### config.mk
export PLATFORM = sky130hd
export DESIGN_NAME = mem_access_unit
export DESIGN_NICKNAME = d
export VERILOG_FILES = /design/src/rtl/mem_access_unit.sv
export SDC_FILE = /design/constraint.sdc
export NUM_CORES = 1
export LEC_CHECK = 0
export CAP_MARGIN = 10
export CORE_MARGIN = 2
export CORE_UTILIZATION = 47
export CTS_BUF_LIST = sky130_fd_sc_hd__clkbuf_8 sky130_fd_sc_hd__clkbuf_16
export CTS_CLUSTER_DIAMETER = 150
export DETAILED_ROUTE_END_ITERATION = 10
export PLACE_DENSITY = 0.77
export SETUP_SLACK_MARGIN = 0.3
export SLEW_MARGIN = 20
export SYNTH_ARGS = -nofsm -noshare
export SYNTH_HDL_FRONTEND = slang
export SYNTH_SLANG_ARGS = --single-unit
### constraint.sdc
create_clock -name clk_i -period 2.96 [get_ports clk_i]
set_clock_uncertainty 0.2 [all_clocks]
set_input_delay 0.592 -clock clk_i [delete_from_list [all_inputs] [get_ports clk_i]]
set_output_delay 0.592 -clock clk_i [all_outputs]
set_load 0.02 [all_outputs]
### src/rtl/mem_access_unit.sv
// mem_access_unit: byte-serial load/store engine for the MEM stage.
// Breaks byte/halfword/word accesses into single-byte memory cycles, little-endian.
module mem_access_unit #(
  parameter int MEM_DEPTH = 32
) (
  input  logic        clk_i,
  input  logic        rst_i,
  input  logic        req_i,
  input  logic        we_i,
  input  logic [1:0]  size_i,
  input  logic        signed_i,
  input  logic [31:0] addr_i,
  input  logic [31:0] wdata_i,
  output logic        stall_o,
  output logic        done_o,
  output logic        err_o,
  output logic [31:0] rdata_o,
  output logic [31:0] mem_addr_o,
  output logic [31:0] mem_wdata_o,
  output logic        mem_we_o,
  output logic        mem_re_o,
  input  logic [31:0] mem_rdata_i
);

  localparam logic [1:0] S_IDLE = 2'd0;
  localparam logic [1:0] S_XFER = 2'd1;
  localparam logic [1:0] S_DONE = 2'd2;

  logic [1:0]  r_state;
  logic        r_we;
  logic        r_signed;
  logic        r_err;
  logic [1:0]  r_size;
  logic [1:0]  r_cnt;
  logic [1:0]  r_last;
  logic [31:0] r_base;
  logic [31:0] r_wdata;
  logic [31:0] r_asm;
  logic [31:0] r_rdata;

  logic [2:0]  w_n;
  logic [32:0] w_end;
  logic        w_err;
  logic        w_xfer;
  logic        w_last;
  logic [31:0] w_asm_next;
  logic [31:0] w_ext;
  logic [7:0]  w_wbyte;
  logic        w_unused_rdata;

  always_comb begin
    case (size_i)
      2'b00:   w_n = 3'd1;
      2'b01:   w_n = 3'd2;
      default: w_n = 3'd4;
    endcase
  end

  // Last byte address computed in 33 bits so addresses near 2^32 cannot wrap into range.
  assign w_end = {1'b0, addr_i} + {30'b0, w_n} - 33'd1;
  assign w_err = (size_i == 2'b11)
               | ((size_i == 2'b01) & addr_i[0])
               | ((size_i == 2'b10) & (addr_i[1:0] != 2'b00))
               | (w_end >= 33'(MEM_DEPTH));

  assign w_xfer = (r_state == S_XFER);
  assign w_last = (r_cnt == r_last);

  // Assembly including the byte arriving this cycle, so the final byte lands in rdata directly.
  always_comb begin
    w_asm_next = r_asm;
    w_asm_next[{r_cnt, 3'b000} +: 8] = mem_rdata_i[7:0];
  end

  always_comb begin
    case (r_size)
      2'b00:   w_ext = {{24{w_asm_next[7] & r_signed}}, w_asm_next[7:0]};
      2'b01:   w_ext = {{16{w_asm_next[15] & r_signed}}, w_asm_next[15:0]};
      default: w_ext = w_asm_next;
    endcase
  end

  assign w_wbyte = r_wdata[{r_cnt, 3'b000} +: 8];
  assign w_unused_rdata = ^mem_rdata_i[31:8];

  always_ff @(posedge clk_i or negedge rst_i) begin
    if (!rst_i) begin
      r_state  <= S_IDLE;
      r_we     <= 1'b0;
      r_signed <= 1'b0;
      r_err    <= 1'b0;
      r_size   <= 2'b00;
      r_cnt    <= 2'b00;
      r_last   <= 2'b00;
      r_base   <= 32'h0;
      r_wdata  <= 32'h0;
      r_asm    <= 32'h0;
      r_rdata  <= 32'h0;
    end else begin
      case (r_state)
        S_IDLE: begin
          if (req_i) begin
            r_we     <= we_i;
            r_size   <= size_i;
            r_signed <= signed_i;
            r_base   <= addr_i;
            r_wdata  <= wdata_i;
            r_err    <= w_err;
            r_cnt    <= 2'b00;
            r_last   <= 2'(w_n - 3'd1);
            r_asm    <= 32'h0;
            if (w_err) begin
              r_rdata <= 32'h0;
              r_state <= S_DONE;
            end else begin
              r_state <= S_XFER;
            end
          end
        end
        S_XFER: begin
          if (!r_we) begin
            r_asm <= w_asm_next;
          end
          r_cnt <= r_cnt + 2'd1;
          if (w_last) begin
            r_rdata <= r_we ? 32'h0 : w_ext;
            r_state <= S_DONE;
          end
        end
        S_DONE: begin
          r_state <= S_IDLE;
        end
        default: begin
          r_state <= S_IDLE;
        end
      endcase
    end
  end

  // Combinational outputs are gated by reset so they drop the instant rst_i falls.
  assign stall_o     = rst_i & (((r_state == S_IDLE) & req_i) | w_xfer);
  assign done_o      = rst_i & (r_state == S_DONE);
  assign err_o       = rst_i & (r_state == S_DONE) & r_err;
  assign rdata_o     = r_rdata;
  assign mem_addr_o  = (rst_i & w_xfer) ? (r_base + {30'b0, r_cnt}) : 32'h0;
  assign mem_we_o    = rst_i & w_xfer & r_we;
  assign mem_re_o    = rst_i & w_xfer & ~r_we;
  assign mem_wdata_o = (rst_i & w_xfer & r_we) ? {24'h0, w_wbyte} : 32'h0;

endmodule

==> results.yml, run 1 <==
drt:
  drc: 0
  wire_per_inst_um: 19.1
  ant_nets: 0
  vias: 10900
  drt_iter0_drc: 900
  drt_wl_total_mm: 35.5
  avgViaCountPerCell: 5.83
  first_pass_iters: 5
clocking:
  path_clk_slew_ns: 0.07
  cts.sinks: 139
  root_buffer: "clkbuf_16"
  tritoncts: "done"
  clock_latency_ns: 0.43
  cts_made_buffers: 17
  h-tree-depth: 4
  clockBufferDepth: 2
global_route:
  grt_max_degree: 78
  grt_overflow_total: 0
  grt_pass1_vias: 10600
  grt_pass1_wl_mm: 54.6
  grt_util_all_layers: 0.314
  antenna_found_initial: 0
finish:
  syn2layout_area_growth_pct: 52.9
  fin_nets: 1725
  diodes: 0
  layout-drive-gt1-share: 0.333
  post-route-util: 0.736
  finalNonFillerCells: 1862
floorplanning:
  core_area_um2: 20300
  ios: 204
  start_util: 0.481
  die_y_um: 148
  die_x_um: 148
  std_cell_rows: 52
  dieArea_um2: 22000
power:
  p_sw_w: 0.00202
  max-vdd-ir-drop_mv: 0.403
  intPower_w: 0.00402
  p_sw_frac: 0.335
  p_comb_frac: 0.281
  p_seq_frac: 0.354
  p_per_area_nw_per_um2: 404
  p_leak_nw: 6.61
  clock_power_share: 0.365
synth:
  synth_edf_count: 0
  yosys.area_share.simple: 0.225
  async_flop_share: 1.00
  synth_adder_area_share: 0.0566
  yosysSeqAreaShare: 0.356
  synth_compound_area_frac: 0.224
  synth.distinct_cells: 71
  synth_ff_type: "dfrtp_1"
  ys_ff_latch: 139
  synthCells: 1217
  synth_top_family_by_area: "simple AND/OR/NAND/NOR gates"
  yosys_warnings: 0
  muxShareOfSynthArea: 0.0262
  synth_xor_area_frac: 0.0314
  syn_avg_cell_area_um2: 8.03
  synth_area_um2: 9770
worst_setup_path:
  crit_buf_inv: 5
  max_stage_delay_ns: 0.53
  worstPathMaxFanout: 6
  cp-end-kind: "flop"
  critPathSlowestCell: "clkdlybuf4s50_1"
  critPathArrivalTime_ns: 3.97
  criticalPathCategory: "input pin to flop"
  cp_cell_sequence: "clkdlybuf4s50_1 > inv_1 > ha_4 > a21oi_1 > o21ai_2 > nor3_2 > buf_4 > a2111oi_4 > o211ai_2 > buf_4 > nand3_1 > a2111oi_4 > nand2_4 > buf_6 > o22a_1"
  startpoint_type: "input pin"
  cpLargestDelayFamily: "compound AO/OA/AOI/OAI gates"
  required_ns: 3.07
placement:
  globalplace.congestion: 0.962
  place_hpwl_mm: 23.8
  portBuffers: 155
  dp.cells: 1780
job:
  cap_viol_max_count: 0
timing:
  worst_pin_slew_ns: 0.725
  setup_viol: 58
  max_freq_mhz: 259
  finalHoldViolations: 0
  finalMaxSlewViolations: 0
  maxSlewHeadroom: 0.517
  rsz0062_at_grt: "yes"
  fin_ws_ns: -0.897
  min_period_ns: 3.86
  finalCritPeriodShare: 1.30
status:
  status: "finished with violations"
  violations: "setup timing"
hold_path:
  min_path_type: "flop to flop"
-- metrics by stage --
stage	power, W	worst slack [ns]	area (µm²)	TNS, ns	hold WS [ns]
after floorplan	0.00292	-0.976	10000	-32.27	0.0964
after global placement	0.00355	-1.46	13100	-58.48	0.195
after detailed placement	0.00359	-1.62	13100	-63.07	0.195
after CTS	0.00592	-0.705	14500	-31.59	0.252
after global routing	0.00627	-1.00	14900	-45.01	0.290
final	0.00604	-0.897	14900	-39.80	0.274
-- power groups by stage --
| stage | Clock (W) | Combinational, W | Sequential, W |
|---|---|---|---|
| floorplan | 0 | 0.000784 | 0.00214 |
| global placement | 0 | 0.00140 | 0.00215 |
| detailed placement | 0 | 0.00143 | 0.00216 |
| CTS | 0.00221 | 0.00159 | 0.00213 |
| global route | 0.00230 | 0.00182 | 0.00215 |
| finish | 0.00221 | 0.00170 | 0.00214 |
-- path summary, 6_finish.rpt --
| path | slack (ns) | endpoint | cells past startpoint | start |
|---|---|---|---|---|
| min in group asynchronous | 0.36 | r_base[1]$_DFFE_PN0P_ | 2 | rst_i |
| worst min-delay path | 0.27 | r_asm[0]$_DFFE_PN0P_ | 2 | r_asm[0]$_DFFE_PN0P_ |
| worst min register to register | 0.27 | r_asm[0]$_DFFE_PN0P_ | 2 | r_asm[0]$_DFFE_PN0P_ |
| max in group asynchronous | 0.80 | r_asm[6]$_DFFE_PN0P_ | 4 | rst_i |
| worst max-delay path | -0.90 | r_err$_DFFE_PN0P_ | 15 | addr_i[12] |
| worst max register to register | -0.26 | rdata_o[31]$_DFFE_PN0P_ | 15 | r_cnt[1]$_DFFE_PN0P_ |
-- layout by cell type, fill, tap and decap left out, drive strengths merged, types with 3 or more instances in the layout --
cell type,n
o211ai,10
clkinv,5
ha,41
o21a,5
nand2b,5
mux4,8
mux2,5
nor4,8
nor3,34
a21o,12
xor2,19
a31oi,37
a211o,3
o21ai,118
nand2,207
and3,22
a21oi,86
and2,9
nand3,59
a211oi,8
clkbuf,21
dlygate4sd2,12
buf,297
dfrtp,139
or3,4
o221ai,3
nor2,86
a2111oi,6
xnor2,16
o22ai,4
conb,24
inv,88
clkdlybuf4s50,97
a22o,28
nand4,14
and4,4
nor2b,13
-- logic make-up (layout without fill, tap and decap cells) --
| group | Yosys count | count (layout) |
|---|---|---|
| simple gates | 473 | 473 |
| xor+xnor | 35 | 35 |
| buf+inv | 174 | 526 |
| mux | 15 | 15 |
| other cells | 1 | 24 |
| compound gates | 337 | 337 |
| fa+ha+maj | 43 | 43 |
| flops | 139 | 139 |
-- worst min-delay path, delay by kind of cell (launching register included) --
family | cells | cell delay [ns]
flip-flops | 1 | 0.33
AO/OA/AOI/OAI | 1 | 0.06
AND/OR/NAND/NOR | 1 | 0.05
-- Yosys cell counts, types with 6 or more instances --
master,count,share of area
o21ai_0,85,0.044
buf_2,12,0.0061
nor2b_1,13,0.0083
nor4_1,7,0.0045
o21ai_2,10,0.0090
nor3_1,33,0.017
o211ai_1,9,0.0069
nand2_1,205,0.079
a22o_1,28,0.025
mux4_2,8,0.018
a21oi_1,83,0.043
clkbuf_1,50,0.019
inv_1,81,0.031
o21ai_1,23,0.012
nand4_1,14,0.0090
nor2_1,86,0.033
and3_1,22,0.014
xnor2_1,16,0.014
a31oi_1,37,0.024
nand3_1,49,0.025
a211oi_1,6,0.0046
a21o_1,12,0.0092
buf_4,26,0.020
dfrtp_1,139,0.36
ha_1,41,0.052
nand3_2,10,0.010
and2_1,8,0.0051
xor2_1,19,0.017
-- metal layers --
layer | wire (µm) | global-route usage
met3 | 2240 | 0.0380
met1 | 13900 | 0.394
met4 | 1750 | 0.150
met5 | 0 | 0
met2 | 17700 | 0.538
-- what timing repair did --
| item | 4_1_cts | 5_1_grt |
|---|---|---|
| buffers inserted | 29 | 14 |
| pin swaps | 64 | 45 |
| gates cloned | 3 | 2 |
| setup endpoints to repair | 82 | 131 |
| hold buffers | 2 | 0 |
| endpoints found under the hold margin | 20 | 0 |
| resized for setup | 364 | 68 |
-- cell type report --
class	count	area, µm²
Inverter	81	307
Clock buffer	17	425
Fill cell	1412	5350
Sequential cell	139	3480
Multi-Input combinational cell	927	6490
Tap cell	270	338
Timing Repair Buffer	413	3730
Clock inverter	15	175
-- sequential cells by signal, summed over array words and instances (netlist names), 2 cells and up --
signal and cells:
r_cnt 2, r_wdata 32, r_size 2, r_base 32, r_last 2, r_asm 32
r_state 2, rdata_o 32
(Power assumes the default switching activity.)
==> inputs of run 2 (changes only) <==
--- a/config.mk
+++ b/config.mk
@@ -6,11 +6,12 @@
 export NUM_CORES = 1
 export LEC_CHECK = 0
 export CAP_MARGIN = 10
-export CORE_MARGIN = 2
+export CORE_MARGIN = 1.5
 export CORE_UTILIZATION = 47
 export CTS_BUF_LIST = sky130_fd_sc_hd__clkbuf_8 sky130_fd_sc_hd__clkbuf_16
 export CTS_CLUSTER_DIAMETER = 150
 export DETAILED_ROUTE_END_ITERATION = 10
+export GPL_TIMING_DRIVEN = 1
 export PLACE_DENSITY = 0.77
 export SETUP_SLACK_MARGIN = 0.3
 export SLEW_MARGIN = 20
==> run 2 against run 1 <==
Net effect:
- highest routed layer unchanged
- the run still ends with setup timing left
- sequential share of layout area fell by 0.56 points
- combinational power rose by 5%
- first-iteration DRC count rose by 14%
- final cell count rose by 0.54%
- critical endpoint is now rdata_o[15]$_DFFE_PN0P_
- largest power group unchanged
==> results.yml, run 2 (synthesized netlist as in run 1, its figures left out) <==
status:
  status: "finished with violations"
  violations: "setup timing"
floorplanning:
  dieArea_um2: 21700
  die_x_um: 147
  die_y_um: 147
  ios: 204
  core_area_um2: 20300
  start_util: 0.481
  std_cell_rows: 52
worst_setup_path:
  worstPathMaxFanout: 8
  criticalPathCategory: "input pin to flop"
  critPathArrivalTime_ns: 3.78
  startpoint_type: "input pin"
  cp-end-kind: "flop"
  reg2reg_slack_ns: -0.35
  rr_startpoint: "r_cnt[0]$_DFFE_PN0P_"
  required_ns: 3.12
  cp_cell_sequence: "buf_8 > or2_4 > ha_4 > inv_2 > ha_4 > inv_2 > fa_2 > nand2b_4 > a21oi_4 > o31ai_4 > a2111oi_4 > o211ai_2 > a21o_1 > a2111oi_4 > buf_6 > buf_6 > buf_12 > nand3_4 > o21ai_2"
  critPathSlowestCell: "a2111oi_4"
  rr_endpoint: "rdata_o[16]$_DFFE_PN0P_"
  worst_r2r_path_depth: 15
  max_stage_delay_ns: 0.35
placement:
  portBuffers: 155
  place_hpwl_mm: 23.4
  globalplace.congestion: 0.952
  dp.cells: 1787
job:
  cap_viol_max_count: 0
drt:
  first_pass_iters: 7
  ant_nets: 0
  drt_iter0_drc: 1029
  drc: 0
  wire_per_inst_um: 19.7
  avgViaCountPerCell: 5.90
  drt_wl_total_mm: 36.9
  vias: 11000
global_route:
  antenna_found_initial: 0
  grt_util_all_layers: 0.330
  grt_pass1_vias: 10800
  grt_pass1_wl_mm: 56.3
  grt_max_degree: 73
  grt_overflow_total: 0
timing:
  fin_ws_ns: -0.661
  worst_pin_slew_ns: 0.926
  finalMaxSlewViolations: 0
  finalCritPeriodShare: 1.22
  max_freq_mhz: 276
  fin_setup_tns_ns: -31.34
  hold_slack_ns: 0.0237
  rsz0062_at_grt: "yes"
  min_period_ns: 3.62
  setup_viol: 59
  finalHoldViolations: 0
  maxSlewHeadroom: 0.383
clocking:
  clock_latency_ns: 0.44
  clockBufferDepth: 2
  path_clk_slew_ns: 0.07
  h-tree-depth: 4
  cts_made_buffers: 17
  cts.sinks: 139
  tritoncts: "done"
  root_buffer: "clkbuf_16"
hold_path:
  min_path_type: "input pin to asynchronous set/reset pin"
power:
  max-vdd-ir-drop_mv: 0.390
  p_per_area_nw_per_um2: 402
  p_leak_nw: 6.71
  power.total_w: 0.00615
finish:
  final_cell_mix: "buf_4, nand2_1, dfrtp_1"
  layout-drive-gt1-share: 0.358
  diodes: 0
  fin_nets: 1735
  finalNonFillerCells: 1872
  syn2layout_area_growth_pct: 56.7
  mostFrequentLayoutCell: "buf_4"
run 2: cell count changes in the layout (fill, tap and decap cells not counted), sizes merged, moves of 2 or more:
cell | before | now
clkbuf | 21 | 19
buf | 297 | 309
dlygate4sd2 | 12 | 15
clkdlybuf4s50 | 97 | 93
run 2: metal layers:
layer | track usage | wire, µm | share of wire | vias up
li1 | - | - | - | 4964
met3 | 0.0649 | 2470 | 0.067 | 168
met1 | 0.398 | 14400 | 0.39 | 5309
met2 | 0.554 | 17900 | 0.49 | 599
met4 | 0.181 | 2080 | 0.056 | 0
met5 | 0 | 0 | 0 | -
run 2: worst max-delay path: cells and delay by family:
kind | cells | cell delay (ns)
simple gates | 3 | 0.50
fa+ha+maj | 3 | 0.62
compound gates | 7 | 1.43
buf+inv | 6 | 0.64
run 2: worst max-delay path by stage:
stage	cells after the start	start	slack (ns)	to
after CTS	19	size_i[1]	-0.60	rdata_o[15]$_DFFE_PN0P_
after global placement	18	size_i[1]	-1.46	rdata_o[9]$_DFFE_PN0P_
after detailed placement	18	size_i[1]	-1.58	rdata_o[15]$_DFFE_PN0P_
after floorplan	16	size_i[0]	-0.98	rdata_o[10]$_DFFE_PN0P_
after global routing	19	size_i[1]	-0.81	rdata_o[15]$_DFFE_PN0P_
final	19	size_i[1]	-0.66	rdata_o[15]$_DFFE_PN0P_
run 2: what timing repair did:
item / CTS / global route
setup buffers: 35 / 10
gates cloned: 5 / 1
endpoints found under the setup margin: 88 / 103
hold buffers: 2 / 0
pin swaps: 92 / 52
gates resized for setup: 395 / 88
hold endpoints to repair: 8 / 0
run 2: through the flow:
| step | cell area (µm²) | setup WS (ns) | util |
|---|---|---|---|
| floorplan | 10000 | -0.976 | - |
| global placement | 13100 | -1.46 | 0.646 |
| detailed placement | 13100 | -1.58 | 0.646 |
| CTS | 14800 | -0.602 | 0.731 |
| global route | 15300 | -0.807 | 0.754 |
| finish | 15300 | -0.661 | 0.754 |
run 2: cell type report:
| cell class | count | area (µm²) |
|---|---|---|
| clock buffers | 17 | 425 |
| well taps | 270 | 338 |
| flip-flops and latches | 139 | 3480 |
| repair buffers | 423 | 3860 |
| clock inverters | 15 | 180 |
| multi-input cells | 927 | 6720 |
| fillers | 1339 | 4980 |
| inverters | 81 | 307 |
run 2: report_power, final:
| group | switching, W | total (W) | internal (W) |
|---|---|---|---|
| sequential | 0.000113 | 0.00214 | 0.00202 |
| clock | 0.000966 | 0.00224 | 0.00127 |
| combinational | 0.000945 | 0.00178 | 0.000832 |
| total | 0.00202 | 0.00615 | 0.00413 |
==> inputs of run 3 (changes only) <==
--- a/config.mk
+++ b/config.mk
@@ -6,14 +6,17 @@
 export NUM_CORES = 1
 export LEC_CHECK = 0
 export CAP_MARGIN = 10
+export CELL_PAD_IN_SITES_DETAIL_PLACEMENT = 1
+export CELL_PAD_IN_SITES_GLOBAL_PLACEMENT = 2
 export CORE_MARGIN = 1.5
-export CORE_UTILIZATION = 47
+export CORE_UTILIZATION = 27
 export CTS_BUF_LIST = sky130_fd_sc_hd__clkbuf_8 sky130_fd_sc_hd__clkbuf_16
 export CTS_CLUSTER_DIAMETER = 150
 export DETAILED_ROUTE_END_ITERATION = 10
 export GPL_TIMING_DRIVEN = 1
-export PLACE_DENSITY = 0.77
+export PLACE_DENSITY_LB_ADDON = 0.1
 export SETUP_SLACK_MARGIN = 0.3
+export SKIP_CTS_REPAIR_TIMING = 1
 export SLEW_MARGIN = 20
 export SYNTH_ARGS = -nofsm -noshare
 export SYNTH_HDL_FRONTEND = slang
==> constraint.sdc (replaced) <==
create_clock -name clk_i -period 2.96 [get_ports clk_i]
set_clock_uncertainty 0.2 [all_clocks]
set_input_delay 0.444 -clock clk_i [delete_from_list [all_inputs] [get_ports clk_i]]
set_output_delay 0.444 -clock clk_i [all_outputs]
set_load 0.02 [all_outputs]
==> run 3 against run 2 <==
Net effect:
- the run still ends with setup timing left
- wire length grew 7.2%
- die area is 72% higher
- clock-buffer cell count grew 2
- total power down 3.4%
- non-clock buffer count rose by 1
- utilization decreased by 33 points
- final cell count up 10%
- clock power shrank 8%
- critical path depth fell by 1
- sequential power is essentially flat
- highest routed layer unchanged
==> results.yml, run 3 (synthesized netlist as in run 1, its figures left out) <==
hold_path:
  min_path_type: "input pin to flop"
  hold_depth: 4
  min_to: "r_size[1]$_DFFE_PN0P_"
  min_from: "size_i[1]"
global_route:
  antenna_found_initial: 0
  grt_pass1_wl_mm: 59.8
  grt_overflow_total: 0
  grt_max_degree: 89
  grt_util_all_layers: 0.204
  grt_pass1_vias: 10700
finish:
  mostFrequentLayoutCell: "buf_4"
  final_cell_mix: "buf_4, nand2_1, dfrtp_1"
  post-route-util: 0.427
  finalNonFillerCells: 2064
  fin_nets: 1736
  diodes: 0
  syn2layout_area_growth_pct: 55.5
  layout-drive-gt1-share: 0.329
placement:
  globalplace.congestion: 0.879
  place_hpwl_mm: 29.7
  dp.cells: 2002
  dp_slack_ns: -1.48
  portBuffers: 155
power:
  max-vdd-ir-drop_mv: 0.364
  p_leak_nw: 6.83
  p_per_area_nw_per_um2: 391
timing:
  fin_ws_ns: -0.516
  max_freq_mhz: 288
  finalHoldViolations: 0
  finalMaxSlewViolations: 0
  setup_viol: 56
  rsz0062_at_grt: "yes"
  min_period_ns: 3.48
  worst_pin_slew_ns: 0.812
  maxSlewHeadroom: 0.459
  finalCritPeriodShare: 1.17
worst_setup_path:
  max_stage_delay_ns: 0.37
  rr_endpoint: "rdata_o[17]$_DFFE_PN0P_"
  required_ns: 3.14
  criticalPathCategory: "input pin to flop"
  worstPathMaxFanout: 8
  startpoint_type: "input pin"
  critPathArrivalTime_ns: 3.65
  reg2reg_slack_ns: -0.08
  critPathSlowestCell: "a2111oi_4"
  cpLargestDelayFamily: "compound AO/OA/AOI/OAI gates"
  rr_startpoint: "r_cnt[0]$_DFFE_PN0P_"
  cp_cell_sequence: "buf_8 > or2_4 > ha_4 > inv_4 > ha_4 > inv_2 > fa_2 > nand2b_4 > a21oi_4 > o31ai_4 > a2111oi_4 > o211ai_2 > a21o_1 > a2111oi_4 > buf_6 > clkbuf_16 > nand3_1 > o21ai_1"
  crit_buf_inv: 5
  worst_r2r_path_depth: 15
  cp-end-kind: "flop"
drt:
  drt_iter0_drc: 395
  wire_per_inst_um: 19.2
  ant_nets: 0
  avgViaCountPerCell: 4.96
  vias: 10200
  drc: 0
  drt_wl_total_mm: 39.6
  first_pass_iters: 5
status:
  violations: "setup timing"
  status: "finished with violations"
job:
  cap_viol_max_count: 0
floorplanning:
  core_area_um2: 35600
  dieArea_um2: 37300
  die_y_um: 193
  die_x_um: 193
  start_util: 0.275
  std_cell_rows: 69
  ios: 204
clocking:
  cts.sinks: 139
  h-tree-depth: 4
  cts_made_buffers: 17
  clockBufferDepth: 2
  path_clk_slew_ns: 0.07
  root_buffer: "clkbuf_16"
  clock_latency_ns: 0.45
  tritoncts: "done"
run 3: through the flow:
| stage | power [W] | setup TNS (ns) | area, µm² | hold slack [ns] |
|---|---|---|---|---|
| 2_1_floorplan | 0.00292 | -27.09 | 10000 | -0.0516 |
| 3_3_place_gp | 0.00368 | -55.14 | 13500 | 0.0544 |
| 3_5_place_dp | 0.00370 | -57.65 | 13500 | 0.0552 |
| 4_1_cts | 0.00580 | -55.14 | 14100 | -0.433 |
| 5_1_grt | 0.00625 | -33.88 | 15200 | 0.124 |
| 6_report | 0.00594 | -25.02 | 15200 | 0.128 |
run 3: power by group:
| part | leakage [nW] | switching (W) | internal (W) | total (W) |
|---|---|---|---|---|
| combinational | 4.75 | 0.000922 | 0.000827 | 0.00175 |
| sequential | 1.81 | 0.0000941 | 0.00203 | 0.00212 |
| clock | 0.265 | 0.000956 | 0.00112 | 0.00207 |
| total | 6.83 | 0.00197 | 0.00397 | 0.00594 |
run 3: how the worst max path moves through the flow:
stage | end | cells after the start | from | slack, ns
2_1_floorplan | rdata_o[10]$_DFFE_PN0P_ | 16 | size_i[0] | -0.83
3_3_place_gp | rdata_o[11]$_DFFE_PN0P_ | 17 | size_i[1] | -1.39
3_5_place_dp | rdata_o[9]$_DFFE_PN0P_ | 18 | size_i[0] | -1.48
4_1_cts | mem_addr_o[26] | 12 | r_base[0]$_DFFE_PN0P_ | -1.14
5_1_grt | rdata_o[15]$_DFFE_PN0P_ | 18 | size_i[1] | -0.72
6_report | rdata_o[15]$_DFFE_PN0P_ | 18 | size_i[1] | -0.52
run 3: layer usage:
metal / share of wire / GRT usage
met1: 0.45 / 0.260
met2: 0.49 / 0.349
met3: 0.027 / 0.0324
met4: 0.025 / 0.0680
met5: 0 / 0
run 3: final cells by class:
class | instances | area, µm²
Tap cell | 461 | 577
Timing Repair Buffer | 424 | 3810
Fill cell | 4178 | 20400
Clock buffer | 19 | 453
Sequential cell | 139 | 3480
Clock inverter | 13 | 91.3
Multi-Input combinational cell | 927 | 6480
Inverter | 81 | 307
run 3: tightest hold or removal path, stage by stage:
cell and delay (ns):
buf_8 0.08, buf_4 0.11, nand2_1 0.06, nand2_1 0.05
